**config.mk**
```make
export PLATFORM = sky130hd
export DESIGN_NAME = rv32i_regfile_sequencer
export DESIGN_NICKNAME = d
export VERILOG_FILES = /design/src/rtl/rv32i_regfile_sequencer.sv
export SDC_FILE = /design/constraint.sdc
export NUM_CORES = 1
export LEC_CHECK = 0
export BUFFER_PORTS_ARGS = -buffer_cell sky130_fd_sc_hd__buf_2
export CORE_MARGIN = 4
export CORE_UTILIZATION = 52
export CTS_BUF_LIST = sky130_fd_sc_hd__clkbuf_4 sky130_fd_sc_hd__clkbuf_8
export CTS_CLUSTER_DIAMETER = 40
export DETAILED_ROUTE_END_ITERATION = 8
export GPL_TIMING_DRIVEN = 1
export PLACE_DENSITY = 0.92
export RECOVER_POWER = 25
export SYNTH_ARGS = -nofsm -noshare
export SYNTH_HDL_FRONTEND = slang
export SYNTH_SLANG_ARGS = --single-unit
```
**constraint.sdc**
```tcl
create_clock -name i_clk -period 2.7 [get_ports i_clk]
set_clock_uncertainty 0.15 [all_clocks]
set_input_delay 0.54 -clock i_clk [delete_from_list [all_inputs] [get_ports i_clk]]
set_output_delay 0.54 -clock i_clk [all_outputs]
set_load 0.01 [all_outputs]
```
**src/rtl/rv32i_regfile_sequencer.sv**
```systemverilog
// rv32i_regfile_sequencer: arbitrates operand reads and write-back onto a 1R/1W register file, with x0 handling and a timeout.
// Optional RF_SEQ_SAME_SRC_SKIP_EN: when rs1==rs2 (nonzero) the register is read once and fanned out to both operands.
module rv32i_regfile_sequencer #(
    parameter int WIDTH          = 32,
    parameter int TIMEOUT_CYCLES = 15,
    parameter int TMO_W          = 4
) (
    input  logic             i_clk,
    input  logic             i_rst,
    input  logic             i_rd_req,
    input  logic [4:0]       i_rs1_addr,
    input  logic [4:0]       i_rs2_addr,
    output logic             o_rd_ack,
    output logic [WIDTH-1:0] o_rs1_data,
    output logic [WIDTH-1:0] o_rs2_data,
    input  logic             i_wb_req,
    input  logic [4:0]       i_wb_addr,
    input  logic [WIDTH-1:0] i_wb_data,
    output logic             o_wb_ack,
    output logic             o_rf_rd_en,
    output logic [4:0]       o_rf_reg_addr,
    input  logic [WIDTH-1:0] i_rf_reg_data,
    input  logic             i_rf_rd_valid,
    output logic             o_rf_wr_en,
    output logic [4:0]       o_rf_dest_addr,
    output logic [WIDTH-1:0] o_rf_dest_data,
    input  logic             i_rf_wr_valid,
    output logic             o_err
);
    typedef enum logic [2:0] {IDLE, WRITE, READ1, GAP, READ2, ACK} state_t;

    state_t           state, state_nx;
    logic [TMO_W-1:0] cnt;
    logic [4:0]       rs1, rs2, cur_rs;
    logic [WIDTH-1:0] rs1_val, rd_val;
    logic             wb_go, reading, rd_wait, wr_wait, done, timeout, skip;

`ifdef RF_SEQ_SAME_SRC_SKIP_EN
    assign skip = rs1 == rs2;
`else
    assign skip = 1'b0;
`endif

    always_comb begin
        cur_rs         = state == READ2 ? rs2 : rs1;
        reading        = state == READ1 || state == READ2;
        rd_wait        = reading && cur_rs != '0;
        wr_wait        = state == WRITE;
        done           = (rd_wait && i_rf_rd_valid) || (wr_wait && i_rf_wr_valid) || (reading && cur_rs == '0);
        timeout        = (rd_wait || wr_wait) && !done && cnt == TMO_W'(TIMEOUT_CYCLES - 1);
        rd_val         = cur_rs == '0 ? '0 : i_rf_reg_data;
        // the ack cycle still sees the old request held high, so it must not start a second write
        wb_go          = i_wb_req && !o_wb_ack;
        state_nx       = state;
        case (state)
            IDLE:    state_nx = wb_go ? (i_wb_addr != '0 ? WRITE : IDLE) : i_rd_req ? READ1 : IDLE;
            WRITE:   state_nx = done || timeout ? IDLE : WRITE;
            READ1:   state_nx = timeout ? IDLE : !done ? READ1 : skip && rs1 != '0 ? ACK : GAP;
            GAP:     state_nx = READ2;
            READ2:   state_nx = timeout ? IDLE : done ? ACK : READ2;
            default: state_nx = IDLE;
        endcase
        o_rf_rd_en     = rd_wait;
        o_rf_reg_addr  = rd_wait ? cur_rs : '0;
        o_rf_wr_en     = wr_wait;
        o_rf_dest_addr = wr_wait ? i_wb_addr : '0;
        o_rf_dest_data = wr_wait ? i_wb_data : '0;
        o_rd_ack       = state == ACK;
    end

    always_ff @(posedge i_clk or negedge i_rst) begin
        if (!i_rst) begin
            state      <= IDLE;
            cnt        <= '0;
            rs1        <= '0;
            rs2        <= '0;
            rs1_val    <= '0;
            o_rs1_data <= '0;
            o_rs2_data <= '0;
            o_wb_ack   <= 1'b0;
            o_err      <= 1'b0;
        end else begin
            state    <= state_nx;
            cnt      <= (rd_wait || wr_wait) && state_nx == state ? cnt + 1'b1 : '0;
            o_wb_ack <= (state == IDLE && wb_go && i_wb_addr == '0) || (wr_wait && done);
            o_err    <= o_err || timeout;
            if (state == IDLE && state_nx == READ1) begin
                rs1 <= i_rs1_addr;
                rs2 <= i_rs2_addr;
            end
            if (state == READ1 && state_nx == GAP)
                rs1_val <= rd_val;
            // both operands change together on entry to ACK so they stay stable between acks
            if (state_nx == ACK) begin
                o_rs1_data <= state == READ1 ? rd_val : rs1_val;
                o_rs2_data <= rd_val;
            end
        end
    end
endmodule

```
==> flow_metrics.py <==
metrics = {
    "sta": {
        "fmax_ghz": 0.371,
        "setup_slack_ns": 0.00735,
        "worst_pin_slew_ns": 1.26,
        "drv_slew": 0,
        "rsz0062_at_grt": "true",
        "hold_violations": 0,
        "setup_viol": 0,
        "period_share": 0.997,
        "final.min_clock_period_ns": 2.69,
        "max_slew_margin": 0.162,
    },
    "critical_path": {
        "r2r_cells": 5,
        "crit_required_ns": 2.01,
        "path_max_fanout": 2,
        "critical_path_arrival_ns": 2.00,
        "critPathKind": "flop to output port",
        "crit_path_start_kind": "flop",
        "end_kind": "output port",
    },
    "die": {
        "dieArea_mm2": 0.0122,
        "core_region_area_mm2": 0.0103,
        "pin_count": 196,
        "die_h_um": 110,
        "rows": 37,
        "initial_core_util": 0.530,
        "die_width_um": 110,
    },
    "power_and_ir_drop": {
        "power_frac_comb": 0.400,
        "peakVddDrop_mv": 0.648,
        "p_total_uw": 8490,
        "p_seq_frac": 0.360,
        "power_switching_share": 0.324,
        "clockPowerShare": 0.240,
        "pwr_density_cell_mw_per_mm2": 1200,
        "p_leak_uw": 0.00372,
        "p_int_uw": 5740,
        "power.switching_uw": 2760,
    },
    "clocking": {
        "cts_tree": "yes",
        "cts.sinks": 115,
        "clk_pin_slew_worst_paths_ns": 0.07,
        "htree_levels": 4,
        "clock_latency_ns": 0.42,
        "cts-root-buf": "clkbuf_8",
        "numCtsBuffers": 17,
        "clock_path_buffers": 2,
    },
    "synth": {
        "post_synth.cell_area_avg_um2": 13.6,
        "synth_area_leaders": "dfrtp_1 53%, mux2_4 15%, mux2_2 11%",
        "synth_nets": 487,
        "ys_seq_elements": 115,
        "synth_area_mm2": 0.00545,
        "synth.distinct_cells": 45,
        "postSynthCellCount": 400,
        "ys_seq_area_frac": 0.528,
        "yosys.area.top_type_share": 0.528,
        "post-synth-top-area-cell": "dfrtp_1",
        "ys_warn_count": 0,
    },
    "run_status": {
        "status": "complete, no violations",
    },
    "grt": {
        "first_global_vias": 4341,
        "grt_pass1_wl_um": 21500,
        "grt_use_total": 0.233,
        "grt_antenna_before_repair": 0,
        "grt_max_degree": 65,
        "overflow": 0,
    },
    "finish": {
        "drive_gt1_frac": 0.586,
        "antennaDiodeCount": 0,
        "seqCellArea_mm2": 0.00288,
        "area_growth_pct": 29.7,
        "nFillCells": 723,
        "nNetsFinal": 688,
        "layout.cells.non_filler": 749,
        "multi_input_area_mm2": 0.00237,
    },
    "hold_path": {
        "hold_depth": 2,
        "hold_class": "primary input to flop",
    },
    "place": {
        "gp_congestion": 0.859,
        "place_ws_ns": 0.197,
        "hpwlAfterDp_um": 9880,
        "dp_cells": 712,
        "portBuffers": 195,
    },
    "route": {
        "first_iter_violations": 279,
        "firstDrtPassIters": 5,
        "vias_per_cell": 5.51,
        "vias": 4128,
        "drt_wl_total_um": 13800,
        "wire_per_inst_um": 18.5,
        "drc": 0,
        "drtAntennaViolNets": 0,
    },
    "job": {
        "maxCapViolations": 0,
    },
}
[timing repair]
action,4_1_cts,5_1_grt
endpoints found under the setup margin,1,6
resized for setup,1,2
hold buffers,1,0
hold endpoints to repair,15,0
buffers inserted,4,1
pin swaps,2,1
[stage by stage]
| stage | instance area, um^2 | TNS (ns) | utilization | hold WS (ns) |
|---|---|---|---|---|
| after detailed placement | 6520 | 0 | 0.635 | 0.335 |
| after CTS | 7070 | -0.0373 | 0.688 | 0.169 |
| after global routing | 7070 | -0.907 | 0.688 | 0.167 |
| after global placement | 6520 | 0 | 0.635 | 0.323 |
| final | 7070 | 0 | 0.688 | 0.192 |
| after floorplan | 5450 | 0 | - | 0.0944 |
[power by group through the flow]
stage	combinational (uW)	clock (uW)	sequential, uW
2_1_floorplan	2120	0	3120
3_3_place_gp	3230	0	3010
3_5_place_dp	3360	0	3070
4_1_cts	3420	2070	3050
5_1_grt	3700	2160	3160
6_report	3400	2030	3060
[layer usage]
metal	share of wire	vias up	track usage
li1	-	1859	-
met1	0.38	2008	0.268
met2	0.51	231	0.407
met3	0.088	30	0.0734
met4	0.024	0	0.0888
met5	0	-	0
[placed cells by master (no fill, tap or decap), drive strengths merged, types with 2 or more instances in the layout]
cell type and n:
and3 69, or2 2, buf 210, o21ai 4
ha 2, nand2 3, nor2b 4, nor3b 2
nand3 3, dfrtp 115, a22oi 7, nor3 2
nor4 5, bufinv 7, o211ai 4, nor2 11
mux2 106, a21oi 5, or4 3, inv 4
clkbuf 24
[critical path, cell delays in order (launching register included)]
cell	delay (ns)
dfrtp_1	0.38
or4_4	0.54
or3_4	0.39
o2111a_1	0.14
buf_2	0.13
[worst paths after layout]
kind	slack (ns)	endpoint	start
max in group asynchronous	0.31	state[2]$_DFF_PN0_	i_rst
hold reg to reg	0.35	o_rs1_data[14]$_DFFE_PN0N_	o_rs1_data[14]$_DFFE_PN0N_
setup reg to reg	0.15	o_rs1_data[23]$_DFFE_PN0N_	rs2[0]$_DFFE_PN0P_
min in group asynchronous	0.77	o_rs1_data[18]$_DFFE_PN0N_	i_rst
hold / removal	0.19	rs1[3]$_DFFE_PN0P_	i_rs1_addr[3]
setup / recovery	0.007	o_rf_rd_en	rs1[2]$_DFFE_PN0P_
[cells in the mapped netlist]
master and instances:
dfrtp_1 115, and3_1 67, mux2_4 54, mux2_2 52
clkbuf_1 17, buf_6 13, nor2_1 11, a22oi_1 7
nor4_1 5, a21oi_1 4, nor2b_1 4, o211ai_1 4
o21ai_0 4, inv_1 3, nand2_1 3, nand3_1 3
and3_4 2, ha_1 2, nor3_1 2, nor3b_1 2
or4_1 2, a211oi_1 1, a21bo_2 1, a21boi_1 1
a21o_1 1, a21oi_4 1, a22o_1 1, a31o_2 1
a31oi_1 1, a41oi_1 1, and2_1 1, and3b_1 1
buf_4 1, nand2b_1 1, nand4b_1 1, nor4b_1 1
o2111a_1 1, o221ai_1 1, o31ai_1 1, or2_1 1
or2_2 1, or3_1 1, or4_4 1, xnor2_1 1
xor2_1 1
[layout make-up]
| type | instances | share of cell area |
|---|---|---|
| Sequential cell | 115 | 0.407 |
| Multi-Input combinational cell | 251 | 0.335 |
| Timing Repair Buffer | 213 | 0.160 |
| Clock buffer | 22 | 0.0402 |
| Clock inverter | 9 | 0.0317 |
| Tap cell | 136 | 0.0241 |
| Inverter | 3 | 0.00159 |
[sequential cells by signal, summed over array words and instances, names as in the netlist]
signal      cells
rs2             5
o_rs1_data     32
rs1             5
state           3
o_rs2_data     32
o_wb_ack        1
rs1_val        32
cnt             4
o_err           1
[logic make-up (layout without fill, tap and decap cells)]
| kind of cell | after synthesis | count (layout) | synth area share |
|---|---|---|---|
| adder cells (fa/ha/maj) | 2 | 2 | 0.00459 |
| AND/OR/NAND/NOR | 110 | 110 | 0.124 |
| multiplexers | 106 | 106 | 0.256 |
| flip-flops | 115 | 115 | 0.528 |
| XOR/XNOR | 2 | 2 | 0.00321 |
| buffers and inverters | 34 | 247 | 0.0420 |
| AO/OA/AOI/OAI | 31 | 31 | 0.0425 |
Power figures use the tool's default switching activity.
